$ cat src/rtl/local_net_interface.sv
// Router local-port NI: packetizes core messages into flits; headers/bodies are registered (1 cycle), injection stalls on local_full_i.
// Ejection is registered (1 cycle) with no backpressure; NI_RX_CHECK_EN adds sticky rx protocol-error detection.
module local_net_interface #(
    parameter logic [3:0] ROUTER_ID = 4'd1
) (
    input  logic        clk,
    input  logic        rst,
    input  logic        msg_valid_i,
    input  logic [3:0]  msg_dest_i,
    input  logic [2:0]  msg_len_i,
    output logic        msg_ready_o,
    input  logic        word_valid_i,
    input  logic [14:0] word_i,
    output logic        word_ready_o,
    input  logic        local_full_i,
    output logic [16:0] flit_o,
    input  logic [16:0] flit_i,
    output logic        rx_valid_o,
    output logic [14:0] rx_word_o,
    output logic [3:0]  rx_src_o,
    output logic        rx_last_o,
    output logic        rx_err_o
);

    typedef enum logic [1:0] {S_IDLE, S_HEAD, S_BODY} state_t;

    state_t      state_q, state_d;
    logic [3:0]  dest_q, dest_d;
    logic [2:0]  len_q, len_d;
    logic [2:0]  rem_q, rem_d;
    logic [16:0] flit_q, flit_d;

    always_comb begin
        state_d      = state_q;
        dest_d       = dest_q;
        len_d        = len_q;
        rem_d        = rem_q;
        flit_d       = '0;
        msg_ready_o  = 1'b0;
        word_ready_o = 1'b0;
        case (state_q)
            S_IDLE: begin
                msg_ready_o = 1'b1;
                if (msg_valid_i) begin
                    dest_d  = msg_dest_i;
                    len_d   = (msg_len_i == 3'd0) ? 3'd1 : msg_len_i;
                    state_d = S_HEAD;
                end
            end
            S_HEAD: begin
                if (!local_full_i) begin
                    flit_d  = {2'b11, dest_q, ROUTER_ID, len_q, 4'h0};
                    rem_d   = len_q;
                    state_d = S_BODY;
                end
            end
            S_BODY: begin
                // An underrun or a full router leaves flit_d at zero: a bubble.
                if (!local_full_i && word_valid_i) begin
                    word_ready_o = 1'b1;
                    flit_d       = {2'b10, word_i};
                    rem_d        = rem_q - 3'd1;
                    if (rem_q == 3'd1) begin
                        state_d = S_IDLE;
                    end
                end
            end
            default: state_d = S_IDLE;
        endcase
    end

    always_ff @(posedge clk or posedge rst) begin
        if (rst) begin
            state_q <= S_IDLE;
            dest_q  <= '0;
            len_q   <= '0;
            rem_q   <= '0;
            flit_q  <= '0;
        end else begin
            state_q <= state_d;
            dest_q  <= dest_d;
            len_q   <= len_d;
            rem_q   <= rem_d;
            flit_q  <= flit_d;
        end
    end

    assign flit_o = flit_q;

    logic [3:0]  src_lat_q, src_lat_d;
    logic [2:0]  cnt_q, cnt_d;
    logic [2:0]  idx_q, idx_d;
    logic [2:0]  idx_nxt;
    logic        body_ok;
    logic        rx_valid_q, rx_valid_d;
    logic [14:0] rx_word_q, rx_word_d;
    logic [3:0]  rx_src_q, rx_src_d;
    logic        rx_last_q, rx_last_d;

`ifdef NI_RX_CHECK_EN
    logic open_q, open_d;
    logic err_q, err_d;
    assign body_ok  = open_q;
    assign rx_err_o = err_q;
`else
    assign body_ok  = 1'b1;
    assign rx_err_o = 1'b0;
`endif

    assign idx_nxt = idx_q + 3'd1;

    always_comb begin
        src_lat_d  = src_lat_q;
        cnt_d      = cnt_q;
        idx_d      = idx_q;
        rx_valid_d = 1'b0;
        rx_word_d  = rx_word_q;
        rx_src_d   = rx_src_q;
        rx_last_d  = 1'b0;
`ifdef NI_RX_CHECK_EN
        open_d     = open_q;
        err_d      = err_q;
`endif
        if (flit_i[16]) begin
            if (flit_i[15]) begin
`ifdef NI_RX_CHECK_EN
                if (open_q) err_d = 1'b1;
                open_d = 1'b1;
`endif
                src_lat_d = flit_i[10:7];
                cnt_d     = flit_i[6:4];
                idx_d     = '0;
            end else if (body_ok) begin
                rx_valid_d = 1'b1;
                rx_word_d  = flit_i[14:0];
                rx_src_d   = src_lat_q;
                rx_last_d  = (idx_nxt == cnt_q);
                idx_d      = idx_nxt;
`ifdef NI_RX_CHECK_EN
                if (idx_nxt == cnt_q) open_d = 1'b0;
            end else begin
                err_d = 1'b1;
`endif
            end
        end
    end

    always_ff @(posedge clk or posedge rst) begin
        if (rst) begin
            src_lat_q  <= '0;
            cnt_q      <= '0;
            idx_q      <= '0;
            rx_valid_q <= 1'b0;
            rx_word_q  <= '0;
            rx_src_q   <= '0;
            rx_last_q  <= 1'b0;
`ifdef NI_RX_CHECK_EN
            open_q     <= 1'b0;
            err_q      <= 1'b0;
`endif
        end else begin
            src_lat_q  <= src_lat_d;
            cnt_q      <= cnt_d;
            idx_q      <= idx_d;
            rx_valid_q <= rx_valid_d;
            rx_word_q  <= rx_word_d;
            rx_src_q   <= rx_src_d;
            rx_last_q  <= rx_last_d;
`ifdef NI_RX_CHECK_EN
            open_q     <= open_d;
            err_q      <= err_d;
`endif
        end
    end

    assign rx_valid_o = rx_valid_q;
    assign rx_word_o  = rx_word_q;
    assign rx_src_o   = rx_src_q;
    assign rx_last_o  = rx_last_q;

endmodule

$ cat config.mk
export PLATFORM = sky130hd
export DESIGN_NAME = local_net_interface
export DESIGN_NICKNAME = d
export VERILOG_FILES = /design/src/rtl/local_net_interface.sv
export SDC_FILE = /design/constraint.sdc
export NUM_CORES = 1
export LEC_CHECK = 0
export CAP_MARGIN = 10
export CORE_UTILIZATION = 40
export CTS_CLUSTER_DIAMETER = 100
export DETAILED_ROUTE_END_ITERATION = 10
export HOLD_SLACK_MARGIN = 0.03
export MAX_ROUTING_LAYER = met4
export PLACE_DENSITY = 0.75
export SYNTH_ARGS = -nofsm -noshare
export SYNTH_HDL_FRONTEND = slang
export SYNTH_SLANG_ARGS = --single-unit
$ cat constraint.sdc
create_clock -name clk -period 1.8 [get_ports clk]
set_clock_uncertainty 0.1 [all_clocks]
set_input_delay 0.18 -clock clk [delete_from_list [all_inputs] [get_ports clk]]
set_output_delay 0.18 -clock clk [all_outputs]
set_load 0.01 [all_outputs]
==> impl_metrics.env <==
export IMPL_tns_ns=0
export IMPL_crit_path_start="state_q[0]$_DFFE_PP0P_"
export IMPL_antenna_found_initial=0
export IMPL_grt_first_pass_wirelength_mm=8.507
export IMPL_p_leak_nw=1.677
export IMPL_cts_htree_levels=3
export IMPL_drt_vias_per_instance=4.725
export IMPL_route_detailed_drc=0
export IMPL_post_synthesis_instance_area_um2=2424
export IMPL_chipWidth_um=79.84
export IMPL_first_global_vias=1835
export IMPL_placement_rows=27
export IMPL_mappedNetlistNets=265
export IMPL_finalSetupViolCount=0
export IMPL_number_of_top_level_pins=85
export IMPL_end_kind="primary output"
export IMPL_seq_area_um2=1501
export IMPL_crit_required_ns=1.52
export IMPL_regToRegEndpoint="state_q[0]$_DFFE_PP0P_"
export IMPL_clk_root_buffer_cell="sky130_fd_sc_hd__clkbuf_8"
export IMPL_post_synth_top_area_fraction=0.6195
export IMPL_nNetsFinal=359
export IMPL_dr_pass1_iters=4
export IMPL_grt_max_degree=61
export IMPL_multi_input_comb_area_um2=847.1
export IMPL_timing_hold_violations_final=0
export IMPL_final_period_minus_worst_setup_slack_ns=1.724
export IMPL_drtAntennaViolNets=0
export IMPL_worst_r2r_setup_slack_ns=0.14
export IMPL_postSynthCellCount=214
export IMPL_vias=1819
export IMPL_grt_setup_unrepaired="no"
export IMPL_filler_cell_count=488
export IMPL_maxCapViolCount=0
export IMPL_port_buffer_count=83
export IMPL_worst_ir_drop_vdd_mv=0.6209
export IMPL_fp_dieArea_um2=6374
export IMPL_clk_transition_reported_paths_ns=0.06
export IMPL_synth_enable_flop_cells=0
export IMPL_clock_insertion_delay_worst_skew_ns=0.34
export IMPL_outcome="finished, final reports clean"
export IMPL_yosysWarningCount=0
export IMPL_cts_setup_buffers=0
export IMPL_start_util=0.4270
export IMPL_worst_r2r_cell_count=6
export IMPL_synthTopCellsByCount="sky130_fd_sc_hd__nand2_1 (64), sky130_fd_sc_hd__dfrtp_1 (60), sky130_fd_sc_hd__mux2_2 (13), sky130_fd_sc_hd__inv_1 (9)"
export IMPL_yosys_cell_types_count=32
export IMPL_worstPathArrival_ns=1.44
export IMPL_totalPowerFinal_mw=4.087
export IMPL_startpoint_type="flip-flop"
export IMPL_hpwlAfterDp_mm=3.717
export IMPL_cts_sinks=60
export IMPL_synthTopCellsByArea="sky130_fd_sc_hd__dfrtp_1 (62%), sky130_fd_sc_hd__nand2_1 (9.9%), sky130_fd_sc_hd__mux2_2 (6.0%)"
export IMPL_route_final_wire_length_mm=5.017
export IMPL_seq_area_frac_synth=0.6195
export IMPL_critPathMaxFanout=5
export IMPL_final_util=0.6239
export IMPL_synthDominantAreaCellType="sky130_fd_sc_hd__dfrtp_1"
export IMPL_yosysMostFrequentCell="sky130_fd_sc_hd__nand2_1"
export IMPL_core_area_um2=5675
export IMPL_async_s_r_ff_share_synth=1.000
export IMPL_cts_tree="done"
export IMPL_postSynthRegisterBits=60
export IMPL_power_density_cell_area_nw_per_um2=1154
export IMPL_number_of_antenna_diodes=0
export IMPL_layout_worst_path_cycle_share=0.9578
export IMPL_dieHeight_um=79.84
export IMPL_grt_ovfl_total=0
export IMPL_finalHoldWorstSlack_ns=0.1222
export IMPL_worst_setup_path_type="flip-flop to primary output"
export IMPL_timing_rr_start="state_q[0]$_DFFE_PP0P_"
export IMPL_synthesized_area_per_cell_um2=11.33
export IMPL_critical_path_sink="word_ready_o"
export IMPL_gp_congestion=0.7335
export IMPL_clock_tree_buffer_depth=2
export IMPL_syn_to_final_growth_pct=46.10
export IMPL_drive_gt1_frac=0.1406
export IMPL_synthFlopType="sky130_fd_sc_hd__dfrtp_1"
export IMPL_grt_use_total=0.1839
export IMPL_cts_inserted_buffers=9
export IMPL_timing_max_transition_violations_final=0
export IMPL_drt_initial_drc_count=134
export IMPL_fmaxAchievable_mhz=580.0
export IMPL_routed_wire_length_per_instance_um=13.03
export IMPL_min_path_type="input pin to async pin"
[registers in the layout, indices dropped and copies added (netlist names)]
name	count
cnt_q	3
dest_q	4
flit_o	17
idx_q	3
len_q	3
rem_q	3
rx_last_o	1
rx_src_o	4
rx_valid_o	1
rx_word_o	15
src_lat_q	4
state_q	2
[power by group]
part | leakage (nW) | internal, mW | switching [mW]
clock | 0.0848 | 0.490 | 0.523
combinational | 0.831 | 0.698 | 0.583
sequential | 0.761 | 1.64 | 0.154
[what timing repair did]
action                                  4_1_cts  5_1_grt
endpoints found under the setup margin        2        1
gates resized for setup                       3        2
hold buffers                                  0        0
[cells in the final DEF, fill, tap and decap left out]
| cell | Yosys | layout |
|---|---|---|
| sky130_fd_sc_hd__xor2_1 | 1 | 1 |
| sky130_fd_sc_hd__mux2_2 | 13 | 13 |
| sky130_fd_sc_hd__clkdlybuf4s50_1 | 0 | 81 |
| sky130_fd_sc_hd__o31ai_1 | 1 | 1 |
| sky130_fd_sc_hd__xnor2_1 | 3 | 3 |
| sky130_fd_sc_hd__a21o_1 | 1 | 1 |
| sky130_fd_sc_hd__o22a_1 | 1 | 1 |
| sky130_fd_sc_hd__nor4_1 | 1 | 1 |
| sky130_fd_sc_hd__clkinv_4 | 0 | 1 |
| sky130_fd_sc_hd__clkbuf_8 | 0 | 9 |
| sky130_fd_sc_hd__nor2_1 | 5 | 5 |
| sky130_fd_sc_hd__nor2_2 | 1 | 1 |
| sky130_fd_sc_hd__and2_1 | 7 | 7 |
| sky130_fd_sc_hd__buf_12 | 0 | 1 |
| sky130_fd_sc_hd__o21ai_1 | 1 | 1 |
| sky130_fd_sc_hd__and3_2 | 0 | 1 |
| sky130_fd_sc_hd__clkinv_2 | 0 | 4 |
| sky130_fd_sc_hd__nor2b_1 | 2 | 2 |
| sky130_fd_sc_hd__nor2b_2 | 1 | 1 |
| sky130_fd_sc_hd__dlygate4sd2_1 | 0 | 2 |
| sky130_fd_sc_hd__inv_2 | 0 | 1 |
| sky130_fd_sc_hd__and3_1 | 2 | 1 |
| sky130_fd_sc_hd__mux2_1 | 2 | 2 |
| sky130_fd_sc_hd__o21ai_0 | 5 | 5 |
| sky130_fd_sc_hd__buf_4 | 2 | 7 |
| sky130_fd_sc_hd__a21oi_1 | 4 | 4 |
| sky130_fd_sc_hd__or2_2 | 1 | 1 |
| sky130_fd_sc_hd__inv_1 | 9 | 8 |
| sky130_fd_sc_hd__ha_1 | 7 | 6 |
| sky130_fd_sc_hd__clkinvlp_4 | 0 | 2 |
| sky130_fd_sc_hd__nand2b_1 | 2 | 2 |
| sky130_fd_sc_hd__a22o_1 | 7 | 7 |
| sky130_fd_sc_hd__mux2i_1 | 2 | 2 |
| sky130_fd_sc_hd__nand2_1 | 64 | 64 |
| sky130_fd_sc_hd__a31oi_1 | 1 | 1 |
| sky130_fd_sc_hd__conb_1 | 1 | 1 |
| sky130_fd_sc_hd__ha_4 | 0 | 1 |
| sky130_fd_sc_hd__dfrtp_1 | 60 | 60 |
| sky130_fd_sc_hd__o21ai_2 | 1 | 1 |
[how the worst min path moves through the flow]
stage / slack (ns) / start / to / cells past startpoint
after global routing: 0.16 / rst / src_lat_q[2]$_DFFE_PP0P_ / 3
after CTS: 0.12 / rst / dest_q[1]$_DFFE_PP0P_ / 3
final: 0.12 / rst / rx_word_o[3]$_DFFE_PP0P_ / 3
after detailed placement: 0.35 / src_lat_q[3]$_DFFE_PP0P_ / rx_src_o[3]$_DFFE_PP0P_ / 2
after global placement: 0.34 / src_lat_q[2]$_DFFE_PP0P_ / rx_src_o[2]$_DFFE_PP0P_ / 2
after floorplan: 0.17 / flit_i[16] / idx_q[0]$_DFFE_PP0P_ / 1
[metal layers]
layer  GRT usage  part of all wire  up-vias  wire length [um]
met1      0.2174              0.42      872              2095
met4     0.09107             0.019        0                93
li1            -                 -      875                 -
met5           -                 0        -                 0
met3     0.04571             0.061        9               307
met2      0.2932              0.50       63              2520
[layout make-up]
cell class | instances | area share
sequential | 60 | 0.4240
timing repair buffer | 91 | 0.2544
multi-input combinational | 137 | 0.2392
clock buffer | 9 | 0.03498
tap | 72 | 0.02544
clock inverter | 7 | 0.01237
inverter | 9 | 0.009541
[stage by stage]
stage                     instance area [um^2]  instances  worst slack (ns)
after floorplan                           2424        214           0.03531
after global placement                    3362        369           0.04501
after detailed placement                  3362        369          0.005510
after CTS                                 3530        385           0.03603
after global routing                      3541        385          0.004982
final                                     3541        385           0.07594
[cell families after synthesis]
kind of cell | count (synthesis) | share of synthesized area
xor+xnor | 4 | 0.01446
fa+ha+maj | 7 | 0.03614
mux | 17 | 0.07796
compound gates | 22 | 0.06195
flops | 60 | 0.6195
other cells | 1 | 0.001547
buf+inv | 17 | 0.03665
simple gates | 86 | 0.1518
[worst max-delay path, cell delays in order (launching register included)]
cell	delay [ns]
sky130_fd_sc_hd__dfrtp_1	0.40
sky130_fd_sc_hd__inv_1	0.15
sky130_fd_sc_hd__ha_4	0.17
sky130_fd_sc_hd__and2_1	0.13
sky130_fd_sc_hd__dlygate4sd2_1	0.26
Note: power is estimated with default switching activity, not from simulation.
